===== config.mk =====
export PLATFORM = sky130hd
export DESIGN_NAME = sample_buffer_writer
export DESIGN_NICKNAME = d
export VERILOG_FILES = /design/src/rtl/fft_pkg.sv /design/src/rtl/sample_decimator.sv /design/src/rtl/sample_buffer_writer.sv
export SDC_FILE = /design/constraint.sdc
export NUM_CORES = 1
export LEC_CHECK = 0
export BUFFER_PORTS_ARGS = -buffer_cell sky130_fd_sc_hd__buf_2
export CORE_UTILIZATION = 50
export DETAILED_ROUTE_END_ITERATION = 8
export GPL_TIMING_DRIVEN = 0
export HOLD_SLACK_MARGIN = 0.06
export PLACE_DENSITY = 0.76
export RECOVER_POWER = 50
export SLEW_MARGIN = 20
export SYNTH_ARGS = -nofsm -noshare
export SYNTH_HDL_FRONTEND = slang
export SYNTH_SLANG_ARGS = --single-unit
export TNS_END_PERCENT = 5

===== constraint.sdc =====
create_clock -name clk -period 2.15 [get_ports clk]
set_clock_uncertainty 0.2 [all_clocks]
set_input_delay 0.5375 -clock clk [delete_from_list [all_inputs] [get_ports clk]]
set_output_delay 0.5375 -clock clk [all_outputs]
set_load 0.05 [all_outputs]

===== src/rtl/fft_pkg.sv =====
// Constants and state encoding shared by the FFT input-buffer writer and the address generator.
package fft_pkg;

    localparam int FFT_ADDR_W = 10;
    localparam int SAMPLE_W   = 16;

    typedef enum logic [1:0] {
        ST_IDLE    = 2'd0,
        ST_FILL    = 2'd1,
        ST_HANDOFF = 2'd2,
        ST_HOLD    = 2'd3
    } state_t;

endpackage


===== src/rtl/sample_decimator.sv =====
// Modulo-DECIM sample counter: flags the valid strobes that survive decimation.
module sample_decimator #(
    parameter int DECIM = 1
) (
    input  logic clk,
    input  logic rst_n,
    input  logic clear_i,
    input  logic advance_i,
    output logic keep_o
);

    localparam logic [7:0] LAST_COUNT = 8'(DECIM - 1);

    logic [7:0] r_count;

    always_ff @(posedge clk or negedge rst_n) begin
        if (!rst_n) begin
            r_count <= 8'd0;
        end else if (clear_i) begin
            r_count <= 8'd0;
        end else if (advance_i) begin
            r_count <= (r_count == LAST_COUNT) ? 8'd0 : r_count + 8'd1;
        end
    end

    assign keep_o = advance_i && (r_count == 8'd0);

endmodule


===== src/rtl/sample_buffer_writer.sv =====
// Fills one natural-order frame of the FFT input buffer, then hands it to the
// address generator and waits for its LOAD pass to finish before refilling.
module sample_buffer_writer
    import fft_pkg::*;
#(
    parameter int ADDR_W = FFT_ADDR_W,
    parameter int DATA_W = SAMPLE_W,
    parameter int DECIM  = 1
) (
    input  logic              clk,
    input  logic              rst_n,
    input  logic              enable_i,
    input  logic [DATA_W-1:0] sample_i,
    input  logic              sample_valid_i,
    input  logic              loading_i,
    output logic              wr_en_o,
    output logic [ADDR_W-1:0] wr_addr_o,
    output logic [DATA_W-1:0] wr_data_o,
    output logic              start_o,
    output logic              busy_o,
    output logic              overrun_o,
    output logic [7:0]        frames_o
);

    localparam logic [ADDR_W-1:0] ADDR_LAST = '1;

    state_t            r_state;
    state_t            w_state_next;
    logic [ADDR_W-1:0] r_addr;
    logic              r_wr_en;
    logic [ADDR_W-1:0] r_wr_addr;
    logic [DATA_W-1:0] r_wr_data;
    logic              r_start;
    logic              r_busy;
    logic              r_overrun;
    logic [7:0]        r_frames;

    logic w_keep;
    logic w_advance;
    logic w_fill_entry;
    logic w_write;
    logic w_drop;
    logic w_start_next;
    logic w_frame_done;

    // The decimation count runs in every non-IDLE state so drops are judged on the same grid.
    assign w_advance    = sample_valid_i && (r_state != ST_IDLE);
    assign w_fill_entry = (w_state_next == ST_FILL) && (r_state != ST_FILL);

    sample_decimator #(
        .DECIM(DECIM)
    ) u_decimator (
        .clk      (clk),
        .rst_n    (rst_n),
        .clear_i  (w_fill_entry),
        .advance_i(w_advance),
        .keep_o   (w_keep)
    );

    always_comb begin
        w_state_next = r_state;
        unique case (r_state)
            ST_IDLE: begin
                if (enable_i) begin
                    w_state_next = ST_FILL;
                end
            end
            ST_FILL: begin
                if (!enable_i) begin
                    w_state_next = ST_IDLE;
                end else if (w_keep && (r_addr == ADDR_LAST)) begin
                    w_state_next = ST_HANDOFF;
                end
            end
            ST_HANDOFF: begin
                if (loading_i) begin
                    w_state_next = ST_HOLD;
                end
            end
            ST_HOLD: begin
                if (!loading_i) begin
                    w_state_next = enable_i ? ST_FILL : ST_IDLE;
                end
            end
            default: w_state_next = ST_IDLE;
        endcase
    end

    assign w_write      = (r_state == ST_FILL) && enable_i && w_keep;
    assign w_drop       = w_keep && ((r_state == ST_HANDOFF) || (r_state == ST_HOLD));
    // HOLD is only entered on loading_i=1, so a low loading_i in HOLD is the end of the LOAD pass.
    assign w_frame_done = (r_state == ST_HOLD) && !loading_i;
    // Start is always raised for at least one cycle, even if loading_i is already high on entry.
    assign w_start_next = (r_state == ST_HANDOFF) && !(loading_i && r_start);

    always_ff @(posedge clk or negedge rst_n) begin
        if (!rst_n) begin
            r_state   <= ST_IDLE;
            r_addr    <= '0;
            r_wr_en   <= 1'b0;
            r_wr_addr <= '0;
            r_wr_data <= '0;
            r_start   <= 1'b0;
            r_busy    <= 1'b0;
            r_overrun <= 1'b0;
            r_frames  <= 8'd0;
        end else begin
            r_state <= w_state_next;
            r_busy  <= (w_state_next != ST_IDLE);
            r_start <= w_start_next;
            r_wr_en <= w_write;

            if (w_write) begin
                r_wr_addr <= r_addr;
                r_wr_data <= sample_i;
                r_addr    <= r_addr + ADDR_W'(1);
            end else if ((r_state == ST_IDLE) && enable_i) begin
                r_addr <= '0;
            end

            if ((r_state == ST_IDLE) && enable_i) begin
                r_overrun <= 1'b0;
            end else if (w_drop) begin
                r_overrun <= 1'b1;
            end

            if (w_frame_done) begin
                r_frames <= r_frames + 8'd1;
            end
        end
    end

    assign wr_en_o   = r_wr_en;
    assign wr_addr_o = r_wr_addr;
    assign wr_data_o = r_wr_data;
    assign start_o   = r_start;
    assign busy_o    = r_busy;
    assign overrun_o = r_overrun;
    assign frames_o  = r_frames;

endmodule

## Yosys cells after proc, flatten, opt, wreduce, memory -nomap -nowiden

Index checks and enable logic that the tools add are counted.
Widths: inputs -> output; s select.

| operators by class | value |
|---|---|
| equal/unequal tests | 6 |
| multiplexer cells | 14 |
| reductions and logical operators | 21 |
| add/subtract/negate cells | 3 |

Operator list:

| cell | count |
|---|---|
| $mux 8 | 3 |
| $mux 10 | 2 |
| $add 8x1->8 const B | 2 |
| $logic_and 1x1->1 | 11 |
| $add 10x1->10 const B | 1 |
| $eq 10x10->1 const B | 1 |
| $mux 2 | 5 |
| $reduce_bool 2->1 | 5 |
| $logic_not 8->1 | 1 |
| $pmux 2 s4 | 1 |
| $eq 2x1->1 const B | 2 |
| $eq 2x2->1 const B | 2 |
| $mux 1 | 3 |
| $logic_not 1->1 | 2 |
| $logic_not 2->1 | 1 |
| $ne 2x1->1 const B | 1 |
| $logic_or 1x1->1 | 1 |

| storage, ports and cells | value |
|---|---|
| flip-flop bits (word level) | 58 |
| output and inout port bits | 38 |
| input bits | 21 |

## Longest topological paths before layout

Gate-level depths: netlist (run 1).

| logic depth | value |
|---|---|
| word-level depth | 10 |
| mapped depth | 7 |

## Hierarchy

Synthesis (run 1) repeated with hierarchy kept, for this count alone.

| unflattened totals | value |
|---|---|
| cell total of the unflattened synthesis | 266 |
| area, all modules | 2,591.2 µm² |

Modules (own cells, without submodules):

| module | instances | cells an instance | area each (µm²) | sequential area each (µm²) |
|---|---|---|---|---|
| sample_buffer_writer | 1 | 216 | 2,144.6 | 1,251.2 |
| sample_decimator | 1 | 50 | 446.7 | 200.2 |

## Least setup slack after synthesis (run 1)

OpenSTA, ideal clock, no wires.

| timing | value |
|---|---|
| kind | input-to-reg |
| start point | in enable_i |
| end point | reg r_wr_addr[0] (netlist: wr_addr_o[0]) |
| arrival | 1,461 ps |
| path slack | 364 ps |
| stages on the path | 5 |
| required time | 1,825 ps |
| cell sequence | and4b_1 -> nand4_1 -> buf_2 -> buf_6 -> mux2_4 |

| between the ends | value |
|---|---|
| cells in the longest elaborated chain, start to end | 2 |

RTL lines:

| element | line | text |
|---|---|---|
| start: declaration | sample_buffer_writer.sv:12 | `input logic enable_i,` |
| $logic_and 1x1->1 (2 in series) | sample_buffer_writer.sv:89 | `assign w_write = (r_state == ST_FILL) && enable_i && w_keep;` |
| end signal: assignment | sample_buffer_writer.sv:114 | `r_wr_addr <= r_addr;` |
| end: declaration | sample_buffer_writer.sv:31 | `logic [ADDR_W-1:0] r_wr_addr;` |

Every way passes these cells.
A chain may end at the register's enable or synchronous reset.

## Final worst setup path (run 1)

| timing | value |
|---|---|
| start point | reg r_state[0] |
| end point | reg r_wr_data[9] (netlist: wr_data_o[9]) |

| between the ends | value |
|---|---|
| cells in the longest elaborated chain, start to end | 4 |
| elaborated cells on any way between the ends | 6 |
| those cells by class | eq/ne: 1; reduce/logical: 5 |

RTL lines:

| element | line | text |
|---|---|---|
| start: declaration | sample_buffer_writer.sv:27 | `state_t r_state;` |
| start signal: assignment | sample_buffer_writer.sv:108 | `r_state <= w_state_next;` |
| $reduce_bool 2->1 | sample_buffer_writer.sv:47 | `assign w_advance = sample_valid_i && (r_state != ST_IDLE);` |
| $logic_and 1x1->1 | sample_buffer_writer.sv:47 |  |
| $logic_and 1x1->1 | sample_decimator.sv:26 | `assign keep_o = advance_i && (r_count == 8'd0);` |
| $logic_and 1x1->1 (*) | sample_buffer_writer.sv:89 |  |
| end signal: assignment | sample_buffer_writer.sv:115 | `r_wr_data <= sample_i;` |
| end: declaration | sample_buffer_writer.sv:32 | `logic [DATA_W-1:0] r_wr_data;` |

Every way passes the cells marked *; elsewhere a longest branch is shown, timed or not.

==> results of run 1 <==
## cell usage in the layout, fill, tap and decap left out, types with 2 or more instances in the layout
cell type	instances
a211o_1	3
clkbuf_8	11
nand3_1	10
nand4_1	8
o21ai_0	6
mux2i_1	2
mux2_4	16
nor2_1	15
buf_6	2
buf_2	53
xor2_1	6
clkinv_2	2
or3_1	2
nand2_1	22
nor3b_1	3
o21a_1	2
and3_1	2
or2_2	2
nor3_1	6
bufinv_16	3
mux2_2	9
clkbuf_1	10
inv_1	6
xnor2_1	7
a21oi_1	3
dfrtp_1	58
ha_1	4
nor4_2	3
o211ai_1	2
## sequential cells by signal (all words and copies together), names as in the netlist
signal and count:
frames_o 8, wr_data_o 16, wr_en_o 1, overrun_o 1, wr_addr_o 10, start_o 1
u_decimator.r_count 8, busy_o 1, r_state 2, r_addr 10
## kinds of logic after synthesis
logic type      after synthesis
buf+inv                      15
flops                        58
compound gates               22
xor+xnor                     13
simple gates                 79
mux                          27
fa+ha+maj                     4
## worst register-to-register path: cells and delay by family, from the launching register on
kind | cells | cell delay [ps]
muxes | 1 | 310
and+or+nand+nor | 2 | 320
DFF | 1 | 360
buffers and inverters | 3 | 620
## stage by stage
step / setup WS, ps / cell area [um^2] / total power, mW / instances / util
after floorplan: 363.9 / 2623 / 2.720 / 218 / -
after global placement: 89.99 / 2997 / 3.054 / 343 / 0.6141
after detailed placement: 85.47 / 2999 / 3.078 / 343 / 0.6146
after CTS: 207.3 / 3251 / 4.332 / 359 / 0.6662
after global routing: 107.3 / 3237 / 4.477 / 359 / 0.6633
final: 225.1 / 3237 / 4.265 / 359 / 0.6633
## synthesized netlist by cell type (all sizes together)
cell type / number
a211oi: 1
xnor2: 7
o21ai: 7
and4b: 1
o31ai: 1
mux2: 25
o21bai: 1
nor3: 6
nand3: 10
ha: 4
a21oi: 3
clkbuf: 1
nand3b: 1
and4: 1
o211ai: 2
nor3b: 3
mux2i: 2
buf: 8
a211o: 3
o21a: 2
xor2: 6
or2: 2
a221o: 1
inv: 6
and2: 1
nand2b: 1
nand2: 22
or3: 2
and3b: 1
nor2: 15
nor4: 3
and3: 2
nand4: 8
dfrtp: 58
a31o: 1
## power groups by stage
stage	logic, mW	clock network, mW	registers, mW
2_1_floorplan	0.458	0	2.26
3_3_place_gp	1.55	0	1.50
3_5_place_dp	1.56	0	1.52
4_1_cts	1.57	1.27	1.50
5_1_grt	1.63	1.31	1.53
6_report	1.54	1.23	1.50
## per-layer routing
metal  vias up  global-route usage  share of wire
met5         -                   0              0
met4         0              0.1027          0.013
met3         5             0.05285          0.055
met2        59              0.2793           0.45
met1       870              0.2174           0.48
li1        905                   -              -
## worst max path at each step
stage | cells past startpoint | slack [ps] | startpoint | to
after global placement | 6 | 90 | enable_i | r_addr[3]$_DFFE_PN0P_
final | 6 | 230 | r_state[0]$_DFF_PN0_ | wr_data_o[9]$_DFFE_PN0P_
after global routing | 5 | 110 | u_decimator.r_count[4]$_DFFE_PN0P_ | wr_data_o[11]$_DFFE_PN0P_
after CTS | 6 | 210 | r_state[0]$_DFF_PN0_ | wr_data_o[9]$_DFFE_PN0P_
after detailed placement | 6 | 90 | enable_i | wr_addr_o[0]$_DFFE_PN0P_
after floorplan | 5 | 360 | enable_i | wr_addr_o[0]$_DFFE_PN0P_
## final cells by class
class,instances,area [um^2]
Timing Repair Buffer,58,280.3
Tap cell,67,83.83
Clock buffer,11,151.4
Inverter,6,22.52
Fill cell,403,1643
Sequential cell,58,1451
Clock inverter,5,100.1
Multi-Input combinational cell,145,1090
Buffer,9,57.56
==> metrics, run 1 <==
Worst Path Buf+Inv 3; Initial Util 0.5374; sequential group share of total power 0.352; critical-path maximum fanout 10; Clock power frac 0.288; RePlAce Congestion 0.8169; fin crit share 0.8953; hold path depth 2; post-route ant nets 0; r2r endpoint wr_data_o[9]$_DFFE_PN0P_; crit path time final roughly 1900 ps; I/O pins 59; hold path start loading_i; Synth Area in XOR/XNOR 0.04342; die width 74.42 um; Endpoint, Worst Hold start_o$_DFF_PN0_; mux contribution to synthesized area 0.1379; latest clock arrival within the worst-skew pair 320 ps; share of cells above drive strength 1 0.3596; largest net degree at the start of global routing between 50 and 60; Synth Area in Simple Gates 0.1589; ANT cells 0; post-cts resize count 0; global route total overflow 0; relative slew slack 0.08644; Syn Inst Count 218; Cell Area, Synth 0.002623 mm^2; clock root cell clkbuf_8; Fmax 0.5195 GHz; DR iter-0 viols 84; clk slew on worst S/H paths 70 ps; cell count of the worst reg-to-reg path 6; drt wl/cell between 10 and 15 um; Max Cap Viol 0; hpwl dp between 3000 and 4000 um; critical path's most frequent cell buf_2; synthesis-stage register bit count 58; Setup Total Neg Slack 0 ps; Worst R2R Start r_state[0]$_DFF_PN0_; compound-cell area share of the yosys netlist 0.05630; RSZ-0062 raised after global routing false; Syn-to-layout area delta 23.43%; vias in the first global route between 1500 and 2000; Hold WS between 200 and 250 ps; Netlist cell types 39; Net Sw Frac 0.3870; via-per-instance ratio between 5 and 6; row count 25; Post-CTS Setup Inserts 0; syn nets 243; Sw Pwr about 1.7 mW; Hold Buf Count CTS 0; final WL 4524 um; status finished, final reports clean; via count 1839; nets@finish 312; largest family of logic cells by synthesized area simple AND/OR/NAND/NOR gates; total power per unit cell area 1318 mW/mm^2; maximum VDD drop 980.5 uV; Post-Syn Area per Cell 12.03 um^2; adder-cell share of the synthesized area 0.01908; initial antenna violation count 0; critical path class flop to flop; Yosys warning total 0; Final Slew Violations 0; CTS max path bufs 2; CP cell instances buf_2 -> and4b_1 -> nand4_1 -> buf_2 -> buf_6 -> mux2_4; slowest stage delay, CP 360 ps; Core Region 0.004880 mm^2; clk sink count 58; Setup crit start kind flop; sequential share of the synthesized area 0.5534; CTS tree done; Reg2Reg Setup Slack 230 ps; critical path's slowest cell dfrtp_1; leakage ~1.6 nW; Critical Path AT 1920 ps; worst min-delay path category input port to flop; Worst Path Required ~2200 ps; First-pass DRT Iterations 4; final setup vio count 0; Die Y 74.42 um; H-Tree Depth 3; first-pass GRT wire length 7231 um; # DRC 0; Top delay family on crit path buffers and inverters; Synth area leader dfrtp_1; combinational share of power 0.360; crit end category flop; Final Hold Fails 0; ranking of synthesized cells by area dfrtp_1 (55%), mux2_4 (9.2%), mux2_2 (3.9%); total track usage 0.1776; IO Port Bufs 58; Yosys top cell area share 0.5534; Die ar. 0.005538 mm^2; Internal Power 2.615 mW; cts bufs inserted 9; Worst-Margin Slew roughly 1400 ps
(Power assumes the default switching activity.)
==> run 2, diff against run 1 <==
--- a/config.mk
+++ b/config.mk
@@ -10,7 +10,7 @@
 export DETAILED_ROUTE_END_ITERATION = 8
 export GPL_TIMING_DRIVEN = 0
 export HOLD_SLACK_MARGIN = 0.06
-export PLACE_DENSITY = 0.76
+export PLACE_DENSITY_LB_ADDON = 0.25
 export RECOVER_POWER = 50
 export SLEW_MARGIN = 20
 export SYNTH_ARGS = -nofsm -noshare
==> metrics, run 2 (synthesized netlist as in run 1, its figures left out) <==
die width 74.42 um (unchanged); largest net degree at the start of global routing 59 (unchanged); CTS max path bufs 2 (unchanged); final WL 4660 um (+3.0%); via-per-instance ratio 5.142 (+0.38%); Final Slew Violations 0 (unchanged); worst min-delay path category input port to flop; critical-path maximum fanout 10 (unchanged); maximum VDD drop 1149 uV (+17%); Die ar. 0.005538 mm^2 (unchanged); crit end category flop; clk sink count 58 (unchanged); First-pass DRT Iterations 4 (unchanged); status finished, final reports clean; Fmax 0.5037 GHz (-3.0%); Core Region 0.004880 mm^2 (unchanged); clock root cell clkbuf_8; # DRC 0 (unchanged); via count 1846 (+0.38%); cts bufs inserted 9 (unchanged); total power per unit cell area 1283 mW/mm^2 (-2.6%); nets@finish 312 (unchanged); total track usage 0.1913 (+0.01371); share of cells above drive strength 1 0.3630 (+0.003425); hpwl dp 3283 um (+7.6%); critical path's slowest cell dfrtp_1; vias in the first global route 1832 (+11%); RePlAce Congestion 0.7699 (-5.8%); Hold Buf Count CTS 0 (unchanged); Critical Path AT 1990 ps (+70 ps); I/O pins 59 (unchanged); Setup Total Neg Slack 0 ps (unchanged); latest clock arrival within the worst-skew pair 320 ps (about the same); Setup crit start kind flop; Syn-to-layout area delta 22.52%; multi-input logic area 0.001099 mm^2 (+0.80%); commonest cells after routing, fill and taps aside dfrtp_1 (58), buf_2 (54), nand2_1 (22); Initial Util 0.5374 (unchanged); Die Y 74.42 um (unchanged); Area after DPL 0.002999 mm^2 (unchanged); global route total overflow 0 (unchanged); RSZ-0062 raised after global routing false; Worst Path Required 2160 ps (about the same); final setup vio count 0 (unchanged); fin crit share 0.9234 (+0.02807); slowest stage delay, CP 460 ps (+100 ps); CP cell instances nor4_4 -> nand4_1 -> buf_2 -> buf_6 -> mux2_4; DR iter-0 viols 60 (-29%); crit path time final 1985 ps (+60.36 ps); Final Hold Fails 0 (unchanged); most common cell after layout, fill and taps aside dfrtp_1; register area 0.001451 mm^2 (unchanged); leakage 1.607 nW (-0.86%); critical path class flop to flop; clk slew on worst S/H paths 70 ps (about the same); post-route ant nets 0 (unchanged); Max Cap Viol 0 (unchanged); IO Port Bufs 58 (unchanged); ANT cells 0 (unchanged); relative slew slack 0.09044 (+0.004003); Fillers 402 (-0.25%); first-pass GRT wire length 7893 um (+9.2%); Worst-Margin Slew 1364 ps (-6.005 ps); max reg flops 16 (unchanged); drt wl/cell 12.98 um (+3.0%); post-route cell area 0.003213 mm^2 (-0.73%); row count 25 (unchanged); CTS tree done; H-Tree Depth 3 (unchanged); initial antenna violation count 0 (unchanged)
[run 2: metrics by stage]
step           hold slack, ps  instances  setup slack [ps]  total power, mW  utilization
2_1_floorplan           41.91        218             363.9            2.720            -
3_3_place_gp            253.6        343             88.78            3.059       0.6141
3_5_place_dp            258.8        343             94.10            3.088       0.6146
4_1_cts                 82.93        359             140.0            4.186       0.6592
5_1_grt                 227.3        359             55.56            4.323       0.6585
6_report                243.8        359             164.8            4.124       0.6585
[run 2: final cells by class]
class	count	area share
Buffer	9	0.01791
Clock buffer	9	0.03855
Clock inverter	7	0.02921
Inverter	6	0.007009
Multi-Input combinational cell	145	0.3419
Sequential cell	58	0.4517
Tap cell	67	0.02609
Timing Repair Buffer	58	0.08762
[run 2: power breakdown]
part	internal (mW)	switching, mW	total, mW
logic	0.450	1.11	1.56
registers	1.34	0.158	1.49
clock network	0.649	0.425	1.07
total	2.43	1.69	4.12
[run 2: worst paths after layout]
| kind | from | endpoint | slack [ps] | cells past startpoint |
|---|---|---|---|---|
| max in group asynchronous | rst_n | r_addr[1]$_DFFE_PN0P_ | 610 | 1 |
| setup / recovery | u_decimator.r_count[4]$_DFFE_PN0P_ | wr_data_o[8]$_DFFE_PN0P_ | 160 | 5 |
| hold / removal | sample_i[3] | wr_data_o[3]$_DFFE_PN0P_ | 240 | 2 |
| hold reg to reg | start_o$_DFF_PN0_ | start_o$_DFF_PN0_ | 270 | 1 |
| min in group asynchronous | rst_n | u_decimator.r_count[7]$_DFFE_PN0P_ | 320 | 1 |
| setup reg to reg | u_decimator.r_count[4]$_DFFE_PN0P_ | wr_data_o[8]$_DFFE_PN0P_ | 160 | 5 |
[run 2: timing repair]
action,CTS,global route
setup endpoints to repair,0,9
gates resized for setup,0,1
buffers inserted,0,0
[run 2: worst max-delay path: cells and delay by family, from the launching register on]
kind                   cells  cell delay (ps)
AND/OR/NAND/NOR            2              500
flip-flops                 1              460
buffers and inverters      2              410
multiplexers               1              300
[run 2: per-layer routing]
metal | up-vias | wire length (um) | global-route usage
li1 | 903 | - | -
met3 | 7 | 254 | 0.05285
met5 | - | 0 | 0
met2 | 54 | 2114 | 0.3083
met1 | 882 | 2227 | 0.2358
met4 | 0 | 64 | 0.09853
